$ cat src/rtl/rect_fill_engine.sv
// rtl/rect_fill_engine.sv - Queued rectangle fill/outline rasteriser driving a frame-buffer write port

module rect_fill_engine #(
    parameter int SCR_W     = 160,
    parameter int SCR_H     = 120,
    parameter int XW        = 8,
    parameter int YW        = 7,
    parameter int ADDR_W    = 15,
    parameter int COLOR_W   = 3,
    parameter int DEPTH     = 4,
    parameter int WE_CYCLES = 2
) (
    input  logic               Clck,
    input  logic               Reset,
    input  logic               cmd_valid,
    output logic               cmd_ready,
    input  logic [XW-1:0]      cmd_x0,
    input  logic [YW-1:0]      cmd_y0,
    input  logic [XW-1:0]      cmd_x1,
    input  logic [YW-1:0]      cmd_y1,
    input  logic [COLOR_W-1:0] cmd_color,
    input  logic               cmd_outline,
    output logic [ADDR_W-1:0]  address,
    output logic [COLOR_W-1:0] color,
    output logic               wr_en,
    output logic               cmd_done,
    output logic               busy
);

    localparam int PW  = (DEPTH > 1) ? $clog2(DEPTH) : 1;
    localparam int CW  = PW + 1;
    localparam int WCW = $clog2(WE_CYCLES + 1);
    localparam logic [ADDR_W-1:0] SCR_W_A = ADDR_W'(SCR_W);

    typedef enum logic [2:0] {IDLE, LOAD, WRITE, STEP, DONE} state_t;

    typedef struct packed {
        logic [XW-1:0]      x0;
        logic [YW-1:0]      y0;
        logic [XW-1:0]      x1;
        logic [YW-1:0]      y1;
        logic [COLOR_W-1:0] color;
        logic               outline;
    } cmd_t;

    cmd_t             mem [DEPTH];
    cmd_t             cmd_in;
    cmd_t             head;
    logic [PW-1:0]    wr_ptr, rd_ptr;
    logic [CW-1:0]    count;
    logic             push, pop;

    state_t           state, state_d;
    logic [XW-1:0]    x, x_d, x0_r, xe_r, xe_clip;
    logic [YW-1:0]    y, y_d, y0_r, ye_r, ye_clip;
    logic [COLOR_W-1:0] col_r;
    logic             outl_r;
    logic [WCW-1:0]   we_cnt, we_cnt_d;
    logic             wr_en_d, load, degenerate;
    logic             x_last, y_last, edge_row;

    assign cmd_in    = {cmd_x0, cmd_y0, cmd_x1, cmd_y1, cmd_color, cmd_outline};
    assign head      = mem[rd_ptr];
    assign cmd_ready = (count != CW'(DEPTH));
    assign push      = cmd_valid && cmd_ready;
    assign busy      = (count != '0) || (state != IDLE);

    always_ff @(posedge Clck) begin
        if (push) begin
            mem[wr_ptr] <= cmd_in;
        end
    end

    always_ff @(posedge Clck) begin
        if (!Reset) begin
            wr_ptr <= '0;
            rd_ptr <= '0;
            count  <= '0;
        end else begin
            if (push) wr_ptr <= wr_ptr + 1'b1;
            if (pop)  rd_ptr <= rd_ptr + 1'b1;
            case ({push, pop})
                2'b10:   count <= count + 1'b1;
                2'b01:   count <= count - 1'b1;
                default: count <= count;
            endcase
        end
    end

    // Clip the exclusive end corner to the screen before deciding whether anything is drawn
    assign xe_clip    = (head.x1 > XW'(SCR_W)) ? XW'(SCR_W) : head.x1;
    assign ye_clip    = (head.y1 > YW'(SCR_H)) ? YW'(SCR_H) : head.y1;
    assign degenerate = (head.x0 >= xe_clip) || (head.y0 >= ye_clip);

    assign x_last   = (x == xe_r - 1'b1);
    assign y_last   = (y == ye_r - 1'b1);
    assign edge_row = (y == y0_r) || y_last;

    always_ff @(posedge Clck) begin
        if (!Reset) begin
            state <= IDLE;
        end else begin
            state <= state_d;
        end
    end

    always_comb begin
        state_d  = state;
        x_d      = x;
        y_d      = y;
        wr_en_d  = wr_en;
        we_cnt_d = we_cnt;
        pop      = 1'b0;
        load     = 1'b0;
        case (state)
            IDLE: begin
                if (count != '0) begin
                    pop     = 1'b1;
                    x_d     = head.x0;
                    y_d     = head.y0;
                    state_d = degenerate ? DONE : LOAD;
                end
            end
            LOAD: begin
                load     = 1'b1;
                wr_en_d  = 1'b1;
                we_cnt_d = WCW'(1);
                state_d  = WRITE;
            end
            WRITE: begin
                if (we_cnt == WCW'(WE_CYCLES)) begin
                    wr_en_d = 1'b0;
                    state_d = STEP;
                end else begin
                    we_cnt_d = we_cnt + 1'b1;
                end
            end
            STEP: begin
                if (x_last && y_last) begin
                    state_d = DONE;
                end else begin
                    state_d = LOAD;
                    if (x_last) begin
                        x_d = x0_r;
                        y_d = y + 1'b1;
                    end else if (outl_r && !edge_row) begin
                        // interior outline rows only touch the left and right columns
                        x_d = xe_r - 1'b1;
                    end else begin
                        x_d = x + 1'b1;
                    end
                end
            end
            DONE: begin
                state_d = IDLE;
            end
            default: begin
                state_d = IDLE;
            end
        endcase
    end

    always_ff @(posedge Clck) begin
        if (!Reset) begin
            x        <= '0;
            y        <= '0;
            x0_r     <= '0;
            y0_r     <= '0;
            xe_r     <= '0;
            ye_r     <= '0;
            col_r    <= '0;
            outl_r   <= 1'b0;
            we_cnt   <= '0;
            address  <= '0;
            color    <= '0;
            wr_en    <= 1'b0;
            cmd_done <= 1'b0;
        end else begin
            x        <= x_d;
            y        <= y_d;
            we_cnt   <= we_cnt_d;
            wr_en    <= wr_en_d;
            cmd_done <= (state == DONE);
            if (pop) begin
                x0_r   <= head.x0;
                y0_r   <= head.y0;
                xe_r   <= xe_clip;
                ye_r   <= ye_clip;
                col_r  <= head.color;
                outl_r <= head.outline;
            end
            if (load) begin
                address <= ADDR_W'(y) * SCR_W_A + ADDR_W'(x);
                color   <= col_r;
            end
        end
    end

endmodule
$ cat config.mk
export PLATFORM = sky130hd
export DESIGN_NAME = rect_fill_engine
export DESIGN_NICKNAME = d
export VERILOG_FILES = /design/src/rtl/rect_fill_engine.sv
export SDC_FILE = /design/constraint.sdc
export NUM_CORES = 1
export LEC_CHECK = 0
export CAP_MARGIN = 20
export CORE_AREA = 8 8 107 182
export DETAILED_ROUTE_END_ITERATION = 10
export DIE_AREA = 0 0 115 190
export GPL_TIMING_DRIVEN = 0
export PLACE_DENSITY = 0.79
export RECOVER_POWER = 25
export REMOVE_ABC_BUFFERS = 1
export SKIP_LAST_GASP = 1
export SYNTH_ARGS = -nofsm -noshare
export SYNTH_HDL_FRONTEND = slang
export SYNTH_SLANG_ARGS = --single-unit
$ cat constraint.sdc
create_clock -name Clck -period 4.9 [get_ports Clck]
set_clock_uncertainty 0.2 [all_clocks]
set_input_delay 0.49 -clock Clck [delete_from_list [all_inputs] [get_ports Clck]]
set_output_delay 0.49 -clock Clck [all_outputs]
set_load 0.005 [all_outputs]
==> impl_metrics.tcl, run 1 <==
set metrics [dict create \
    clk_pin_slew_ps 70 \
    ys_types 68 \
    numCtsBuffers 20 \
    final_nets 920 \
    min_path_type "register to register" \
    die_h_um 190 \
    cts_resized 0 \
    die_area_um2 21900 \
    grt_util_met3 0.0286 \
    met2_usage 0.350 \
    period_minus_slack_ps 4220 \
    async_flop_share 0 \
    critPathKind "register to register" \
    place.gp.congestion 0.874 \
    grt_max_degree 46 \
    drc 0 \
    grt_pass1_vias 6709 \
    vias 6365 \
    post_cts_buffers 0 \
    antennaDiodeCount 0 \
    clockRootBuffer "clkbuf_16" \
    nFillCells 1207 \
    finalCritPeriodShare 0.861 \
    use_met1 0.199 \
    synth_edf_count 136 \
    clock_latency_ps 500 \
    ant_nets 0 \
    die_w_um 115 \
    initial_core_util 0.593 \
    setup_viol 0 \
    holdWs_ps 253 \
    worstMarginPinSlew_ps 975 \
    top_usage_layer "met2" \
    critPathLaunchType "register" \
    hold_buffers 0 \
    io_buffers 58 \
    p_leak_nw 4.10 \
    grt_first_pass_wirelength_um 32600 \
    p_per_area_nw_per_um2 589 \
    drv_cap 0 \
    netlist_area_um2 10000 \
    antenna_found_initial 0 \
    placed_cell_area_um2 10700 \
    multi_input_area_um2 3940 \
    synth_seq_area_share 0.574 \
    drtIter0Drc 336 \
    routed_wl_um 20000 \
    rsz0062_at_grt "no" \
    critPathMaxFanout 20 \
    max_freq_mhz 237 \
    htree_levels 1 \
    core-area_um2 16900 \
    hold_viol 0 \
    final_cell_area_um2 11400 \
    final_cell_mix "136 x edfxtp_1, 109 x nand2_1, 81 x dfxtp_1" \
    hpwl_um 13700 \
    ios 59 \
    final_common_cell "edfxtp_1" \
    synth_cells 804 \
    max_slew_margin 0.349 \
    cp.arrival_ps 4410 \
    status "finished clean" \
    synth_seq_cells 219 \
    syn_to_final_growth_pct 14.2 \
    crit_required_ps 5090 \
    synth_warnings 0 \
    grt_usage 0.186 \
    std_cell_rows 63 \
    grt_overflow 0 \
    yosys_most_used_dff "edfxtp_1" \
    max-vdd-ir-drop_mv 0.402 \
    cts.sinks 219 \
    maxSlewViolCount 0 \
    max_stage_delay_ps 700 \
    endpoint_kind "register" \
    seqCellArea_um2 5750 \
    wl_per_cell_um 18.5 \
    postLayoutCoreUtil 0.677 \
    path_cells "buf_12 -> mux4_2 -> o21ai_0 -> and2_1 -> ha_1 -> nand2b_1 -> a21o_1 -> a21o_1 -> a21oi_1 -> o21ai_0 -> a31oi_1 -> or3_1 -> a21boi_0" \
    dr.pass1.iters 5 \
    tritoncts "built" \
    layout-drive-gt1-share 0.116 \
    avgSynthCellArea_um2 12.4 \
    cts_buffer_depth 3 \
    cp_slowest_cell "dfxtp_2" \
    viasPerCell 5.88 \
]
==> path summary, 6_finish.rpt <==
kind	from	to	slack [ps]	depth (start not counted)
worst max-delay path	register	state[2]$_SDFFE_PN0P_	680	13
worst min-delay path	address[5]$_SDFFE_PN0P_	address[5]$_SDFFE_PN0P_	250	2
worst max register to register	register	state[2]$_SDFFE_PN0P_	680	13
worst min register to register	address[5]$_SDFFE_PN0P_	address[5]$_SDFFE_PN0P_	250	2
==> power by group <==
group | total, mW | switching [mW] | internal (mW) | leakage (nW)
Sequential | 2.69 | 0.370 | 2.32 | 1.93
Clock | 1.58 | 0.667 | 0.911 | 0.316
Combinational | 2.46 | 1.30 | 1.16 | 1.86
==> worst max-delay path, delay by kind of cell (launching register included) <==
| kind | cells | cell delay [ps] |
|---|---|---|
| buffers and inverters | 1 | 280 |
| DFF | 1 | 700 |
| AOI/OAI and AO/OA | 7 | 1590 |
| adders and majority gates | 1 | 230 |
| muxes | 1 | 570 |
| and+or+nand+nor | 3 | 560 |
==> area by class of cell <==
type	instances	area share
Clock buffer	25	0.0482
Clock inverter	11	0.0105
Inverter	30	0.00985
Multi-Input combinational cell	509	0.344
Sequential cell	219	0.503
Tap cell	227	0.0249
Timing Repair Buffer	62	0.0591
==> metrics by stage <==
stage | total power, mW | cells | TNS (ps) | setup slack, ps
6_report | 6.73 | 1083 | 0 | 682
2_1_floorplan | 4.46 | 758 | 0 | 619
3_5_place_dp | 5.15 | 1045 | 0 | 540
4_1_cts | 6.75 | 1081 | 0 | 557
5_1_grt | 7.15 | 1083 | 0 | 342
3_3_place_gp | 5.01 | 1043 | -1060 | -544
==> metal layers <==
layer  vias to the layer above  share of wire
met4                         0          0.029
met2                       175           0.54
met3                        51          0.050
li1                       3019              -
met1                      3120           0.38
met5                         -              0
==> cells in the mapped netlist (3+ instances only) <==
| cell type | number | share of area |
|---|---|---|
| inv_1 | 30 | 0.011 |
| o21ai_1 | 6 | 0.0030 |
| nor2b_1 | 3 | 0.0019 |
| dfxtp_1 | 83 | 0.17 |
| nor3b_1 | 5 | 0.0038 |
| xor2_1 | 18 | 0.016 |
| o211ai_1 | 3 | 0.0023 |
| buf_2 | 7 | 0.0035 |
| o211a_1 | 5 | 0.0050 |
| and2_1 | 7 | 0.0044 |
| mux2i_1 | 6 | 0.0060 |
| a211oi_1 | 8 | 0.0060 |
| nand3_1 | 12 | 0.0060 |
| mux4_2 | 34 | 0.077 |
| a21o_1 | 7 | 0.0053 |
| a32o_1 | 5 | 0.0050 |
| ha_1 | 38 | 0.048 |
| clkbuf_1 | 33 | 0.012 |
| a21oi_1 | 77 | 0.039 |
| nor3_1 | 9 | 0.0045 |
| buf_6 | 4 | 0.0045 |
| mux2_2 | 3 | 0.0034 |
| xnor2_1 | 31 | 0.027 |
| o32ai_2 | 3 | 0.0049 |
| nand2_1 | 109 | 0.041 |
| fa_1 | 3 | 0.0060 |
| o21ai_0 | 13 | 0.0065 |
| edfxtp_1 | 136 | 0.41 |
| nor2_1 | 39 | 0.015 |
| o21bai_1 | 4 | 0.0030 |
| o22ai_1 | 3 | 0.0019 |
| a31oi_1 | 3 | 0.0019 |
| nand2b_1 | 9 | 0.0056 |
| and3_1 | 7 | 0.0044 |
==> sequential cells by signal, summed over array words and instances, names as in the netlist, named ones only <==
signal,cells
color,3
count,3
xe_r,8
y,7
x,8
we_cnt,2
cmd_done,1
wr_ptr,2
col_r,3
x0_r,8
wr_en,1
rd_ptr,2
mem,136
state,3
ye_r,7
y0_r,7
address,15
outl_r,1
==> logic make-up after synthesis <==
logic type | synth area share
mux | 0.0871
fa+ha+maj | 0.0535
xor+xnor | 0.0468
flops | 0.574
compound gates | 0.105
simple gates | 0.100
buf+inv | 0.0328
(Power assumes the default switching activity.)
==> run 2: changes to the inputs <==
--- a/config.mk
+++ b/config.mk
@@ -6,11 +6,11 @@
 export NUM_CORES = 1
 export LEC_CHECK = 0
 export CAP_MARGIN = 20
-export CORE_AREA = 8 8 107 182
+export CORE_AREA = 4 4 101 174
 export DETAILED_ROUTE_END_ITERATION = 10
-export DIE_AREA = 0 0 115 190
+export DIE_AREA = 0 0 105 178
 export GPL_TIMING_DRIVEN = 0
-export PLACE_DENSITY = 0.79
+export PLACE_DENSITY = 0.82
 export RECOVER_POWER = 25
 export REMOVE_ABC_BUFFERS = 1
 export SKIP_LAST_GASP = 1
==> constraint.sdc (replaced) <==
create_clock -name Clck -period 5.2 [get_ports Clck]
set_clock_uncertainty 0.2 [all_clocks]
set_input_delay 0.52 -clock Clck [delete_from_list [all_inputs] [get_ports Clck]]
set_output_delay 0.52 -clock Clck [all_outputs]
set_load 0.005 [all_outputs]
==> impl_metrics.tcl, run 2 (synthesis results as in run 1) <==
set metrics [dict create \
    status "finished clean" \
    numCtsBuffers 20 \
    p_per_area_nw_per_um2 562 \
    die_w_um 105 \
    p_int_mw 4.19 \
    pwr-share-clk 0.235 \
    ant_nets 0 \
    p_leak_nw 4.12 \
    drtIter0Drc 301 \
    cp_slowest_cell "mux4_2" \
    critPathMaxFanout 25 \
    cts.sinks 219 \
    drc 0 \
    p_sw_frac 0.346 \
    routed_wl_um 19900 \
    p_sw_mw 2.22 \
    hpwl_um 13200 \
    drv_cap 0 \
    layout.cells.non_filler 1045 \
    crit_required_ps 5370 \
    max_stage_delay_ps 580 \
    post_cts_buffers 0 \
    hold_viol 0 \
    vias 6421 \
    final_cell_mix "136 x edfxtp_1, 109 x nand2_1, 81 x dfxtp_1" \
    critPathKind "register to register" \
    grt_max_degree 56 \
    clock_latency_ps 500 \
    cts_resized 0 \
    initial_core_util 0.624 \
    grt_pass1_vias 6760 \
    comb_power_share 0.368 \
    reg.largest.list "mem x136, address x15" \
    pwr-share-seq 0.396 \
    finalCritPeriodShare 0.813 \
    dr.pass1.iters 5 \
    power_mw 6.40 \
    pre_cts_slack_ps 1030 \
    syn_to_final_growth_pct 13.8 \
    ios 59 \
    htree_levels 1 \
    place.gp.congestion 0.820 \
    io_buffers 58 \
    max_slew_margin 0.327 \
    worstMarginPinSlew_ps 1010 \
    tritoncts "built" \
    hold_buffers 0 \
    regMostFlops "mem" \
    die_h_um 178 \
    viasPerCell 6.14 \
    largest_reg_flops 136 \
    crit_buf_inv 1 \
    min_path_type "register to register" \
    cts_buffer_depth 3 \
    rsz0062_at_grt "no" \
    dp.cells 1007 \
    path_cells "buf_12 -> mux4_2 -> o21ai_0 -> and2_1 -> ha_1 -> nand2b_1 -> a21o_1 -> a21o_1 -> a21oi_1 -> o21ai_0 -> a31oi_1 -> or3_1 -> a21boi_0" \
    max_freq_mhz 237 \
    cpLargestDelayFamily "compound AO/OA/AOI/OAI gates" \
    worst_slack_ps 973 \
    setup_viol 0 \
    layout-drive-gt1-share 0.113 \
    grt_overflow 0 \
    grt_first_pass_wirelength_um 33000 \
    std_cell_rows 61 \
    r2r_slack_ps 970 \
    clockRootBuffer "clkbuf_16" \
    antenna_found_initial 0 \
    final_common_cell "edfxtp_1" \
    postLayoutCoreUtil 0.710 \
    wl_per_cell_um 19.1 \
    nFillCells 1076 \
    die_area_um2 18700 \
    critPathLaunchType "register" \
    cp.arrival_ps 4400 \
    max-vdd-ir-drop_mv 0.434 \
    period_minus_slack_ps 4230 \
    endpoint_kind "register" \
    maxSlewViolCount 0 \
    core-area_um2 16000 \
    grt_usage 0.218 \
    final_nets 920 \
    antennaDiodeCount 0 \
    clk_pin_slew_ps 70 \
]
[run 2: layout make-up]
class                   instances  area, um^2  area share
repair buffers                 62         673      0.0591
multi-input cells             509        3940       0.346
inverters                      30         113     0.00989
clock inverters                11         129      0.0113
clock buffers                  25         551      0.0484
flip-flops and latches        219        5750       0.505
well taps                     189         236      0.0208
[run 2: path summary, 6_finish.rpt]
kind | from | endpoint | cells past startpoint
worst max-delay path | register | state[2]$_SDFFE_PN0P_ | 13
worst min-delay path | address[9]$_SDFFE_PN0P_ | address[9]$_SDFFE_PN0P_ | 2
worst max register to register | register | state[2]$_SDFFE_PN0P_ | 13
worst min register to register | address[9]$_SDFFE_PN0P_ | address[9]$_SDFFE_PN0P_ | 2
[run 2: power by group through the flow]
stage / sequential [mW] / clock [mW] / combinational [mW]
after floorplan: 2.49 / 0 / 1.72
after global placement: 2.57 / 0 / 2.13
after detailed placement: 2.57 / 0 / 2.28
after CTS: 2.53 / 1.53 / 2.32
after global routing: 2.58 / 1.60 / 2.62
final: 2.54 / 1.51 / 2.36
[run 2: per-stage QoR]
stage | hold slack (ps) | area [um^2] | setup TNS, ps
2_1_floorplan | 232 | 9790 | 0
3_3_place_gp | 242 | 10600 | -466
3_5_place_dp | 249 | 10700 | 0
4_1_cts | 258 | 11300 | 0
5_1_grt | 279 | 11400 | 0
6_report | 252 | 11400 | 0
[run 2: layer usage]
| layer | vias to the layer above | part of all wire | GRT usage |
|---|---|---|---|
| met1 | 3173 | 0.38 | 0.249 |
| met4 | 0 | 0.033 | 0.0898 |
| met3 | 53 | 0.041 | 0.0232 |
| met5 | - | 0 | 0 |
| met2 | 186 | 0.55 | 0.412 |
| li1 | 3009 | - | - |
[run 2: worst register-to-register path: cells and delay by family, from the launching register on]
family	cells	cell delay, ps
adders and majority gates	1	240
and+or+nand+nor	3	590
DFF	1	560
muxes	1	590
AOI/OAI and AO/OA	7	1660
buffers and inverters	1	290
==> run 3: changes to the inputs <==
--- a/config.mk
+++ b/config.mk
@@ -6,11 +6,11 @@
 export NUM_CORES = 1
 export LEC_CHECK = 0
 export CAP_MARGIN = 20
-export CORE_AREA = 4 4 101 174
+export CORE_AREA = 4 4 108 188
 export DETAILED_ROUTE_END_ITERATION = 10
-export DIE_AREA = 0 0 105 178
+export DIE_AREA = 0 0 112 192
 export GPL_TIMING_DRIVEN = 0
-export PLACE_DENSITY = 0.82
+export PLACE_DENSITY = 0.75
 export RECOVER_POWER = 25
 export REMOVE_ABC_BUFFERS = 1
 export SKIP_LAST_GASP = 1
==> constraint.sdc (replaced) <==
create_clock -name Clck -period 3.4 [get_ports Clck]
set_clock_uncertainty 0.2 [all_clocks]
set_input_delay 0.34 -clock Clck [delete_from_list [all_inputs] [get_ports Clck]]
set_output_delay 0.34 -clock Clck [all_outputs]
set_load 0.005 [all_outputs]
==> impl_metrics.tcl, run 3 (synthesis results as in run 1) <==
set metrics [dict create \
    finalCritPeriodShare 0.944 \
    placed_cell_area_um2 10800 \
    status "finished clean" \
    period_minus_slack_ps 3210 \
    htree_levels 1 \
    die_h_um 192 \
    clk_pin_slew_ps 60 \
    routed_wl_um 19100 \
    crit_required_ps 3620 \
    critPathKind "register to register" \
    hold_buffers 0 \
    grt_usage 0.180 \
    critPathLaunchType "register" \
    p_leak_nw 4.18 \
    r2r_end "state[0]$_SDFFE_PN0P_" \
    dr.pass1.iters 5 \
    numCtsBuffers 20 \
    max_freq_mhz 311 \
    max_stage_delay_ps 540 \
    pwr-share-seq 0.389 \
    p_sw_mw 3.37 \
    io_buffers 58 \
    crit_end "state[0]$_SDFFE_PN0P_" \
    ios 59 \
    crit_top_cell "a21o_1" \
    grt_first_pass_wirelength_um 31200 \
    tritoncts "built" \
    viasPerCell 5.58 \
    clock_latency_ps 500 \
    max_slew_margin 0.345 \
    endpoint_kind "register" \
    initial_core_util 0.530 \
    die_area_um2 21500 \
    hold_viol 0 \
    rr_worst_depth 13 \
    drc 0 \
    finalSetupTns_ps 0 \
    regMostFlops "mem" \
    cts.sinks 219 \
    grt_pass1_vias 6244 \
    std_cell_rows 67 \
    wl_per_cell_um 17.2 \
    cts_buffer_depth 3 \
    maxSlewViolCount 0 \
    p_sw_frac 0.342 \
    clockRootBuffer "clkbuf_16" \
    final_nets 934 \
    pwr-share-clk 0.234 \
    drtIter0Drc 305 \
    core-area_um2 18900 \
    min_path_type "register to register" \
    setup_viol 0 \
    cp.arrival_ps 3430 \
    final_common_cell "edfxtp_1" \
    grt_max_degree 47 \
    ant_nets 0 \
    antennaDiodeCount 0 \
    place.gp.congestion 0.866 \
    hpwl_um 12500 \
    p_int_mw 6.48 \
    largest_reg_flops 136 \
    critPathMaxFanout 5 \
    die_w_um 112 \
    max-vdd-ir-drop_mv 0.519 \
    antenna_found_initial 0 \
    cp_slowest_cell "mux4_2" \
    syn_to_final_growth_pct 16.2 \
    vias 6203 \
    p_per_area_nw_per_um2 847 \
    path_cells "buf_12 -> mux4_2 -> o21ai_4 -> and2_1 -> ha_1 -> nand2b_1 -> a21o_1 -> a21o_1 -> a21oi_1 -> o21ai_1 -> a31oi_2 -> o21bai_1 -> a21boi_0" \
    final_cell_mix "136 x edfxtp_1, 109 x nand2_1, 81 x dfxtp_1" \
    worstMarginPinSlew_ps 980 \
    final_cell_area_um2 11600 \
    comb_power_share 0.377 \
    r2r_slack_ps 190 \
    reg.largest.list "mem x136, address x15" \
    grt_overflow 0 \
    layout-drive-gt1-share 0.137 \
    drv_cap 0 \
]
run 3: changes by cell type in the layout (fill, tap and decap cells not counted), sizes merged:
cell,delta
inv,-4
buf,+14
clkinvlp,+3
clkinv,+1
run 3: layer usage:
layer,global-route usage,up-vias,share of wire
met5,0,-,0
met4,0.0602,0,0.027
met3,0.0195,34,0.039
met2,0.345,144,0.55
met1,0.206,2991,0.38
li1,-,3034,-
run 3: area by class of cell:
| cell class | count | area (um^2) |
|---|---|---|
| tap | 241 | 302 |
| sequential | 219 | 5750 |
| clock inverter | 10 | 134 |
| multi-input combinational | 509 | 3980 |
| timing repair buffer | 75 | 793 |
| clock buffer | 26 | 544 |
| inverter | 30 | 116 |
| timing repair inverter | 1 | 5.00 |
| fill | 1462 | 7240 |
run 3: critical path, delay by kind of cell (launching register included):
family          cells  cell delay (ps)
compound gates      8             1330
mux                 1              540
flops               1              370
simple gates        2              330
fa+ha+maj           1              230
buf+inv             1              110
run 3: timing repair:
item / 4_1_cts / 5_1_grt
cloned: 1 / 0
pin swaps: 1 / 3
endpoints found under the setup margin: 20 / 4
setup buffers: 7 / 5
gates resized for setup: 10 / 7
run 3: worst min-delay path by stage:
| stage | start | end | cells after the start |
|---|---|---|---|
| floorplan | col_r[0]$_SDFFE_PN0P_ | color[0]$_SDFFE_PN0P_ | 2 |
| global placement | address[9]$_SDFFE_PN0P_ | address[9]$_SDFFE_PN0P_ | 2 |
| detailed placement | x0_r[1]$_SDFFE_PN0P_ | x0_r[1]$_SDFFE_PN0P_ | 2 |
| CTS | x0_r[1]$_SDFFE_PN0P_ | x0_r[1]$_SDFFE_PN0P_ | 2 |
| global route | address[0]$_SDFFE_PN0P_ | address[0]$_SDFFE_PN0P_ | 2 |
| finish | address[8]$_SDFFE_PN0P_ | address[8]$_SDFFE_PN0P_ | 2 |
run 3: per-stage QoR:
stage	setup slack (ps)	cells	total power [mW]	hold WS, ps	utilization
2_1_floorplan	-881	758	6.43	232	-
3_3_place_gp	-2140	1057	7.28	239	0.566
3_5_place_dp	-947	1061	7.39	245	0.570
4_1_cts	13.0	1105	9.86	254	0.613
5_1_grt	-2.43	1111	10.5	274	0.616
6_report	189	1111	9.85	250	0.616
run 3: power groups by stage:
stage	Combinational [mW]	Clock, mW	Sequential, mW
floorplan	2.62	0	3.81
global placement	3.32	0	3.96
detailed placement	3.45	0	3.94
CTS	3.68	2.36	3.83
global route	4.16	2.45	3.90
finish	3.71	2.31	3.83
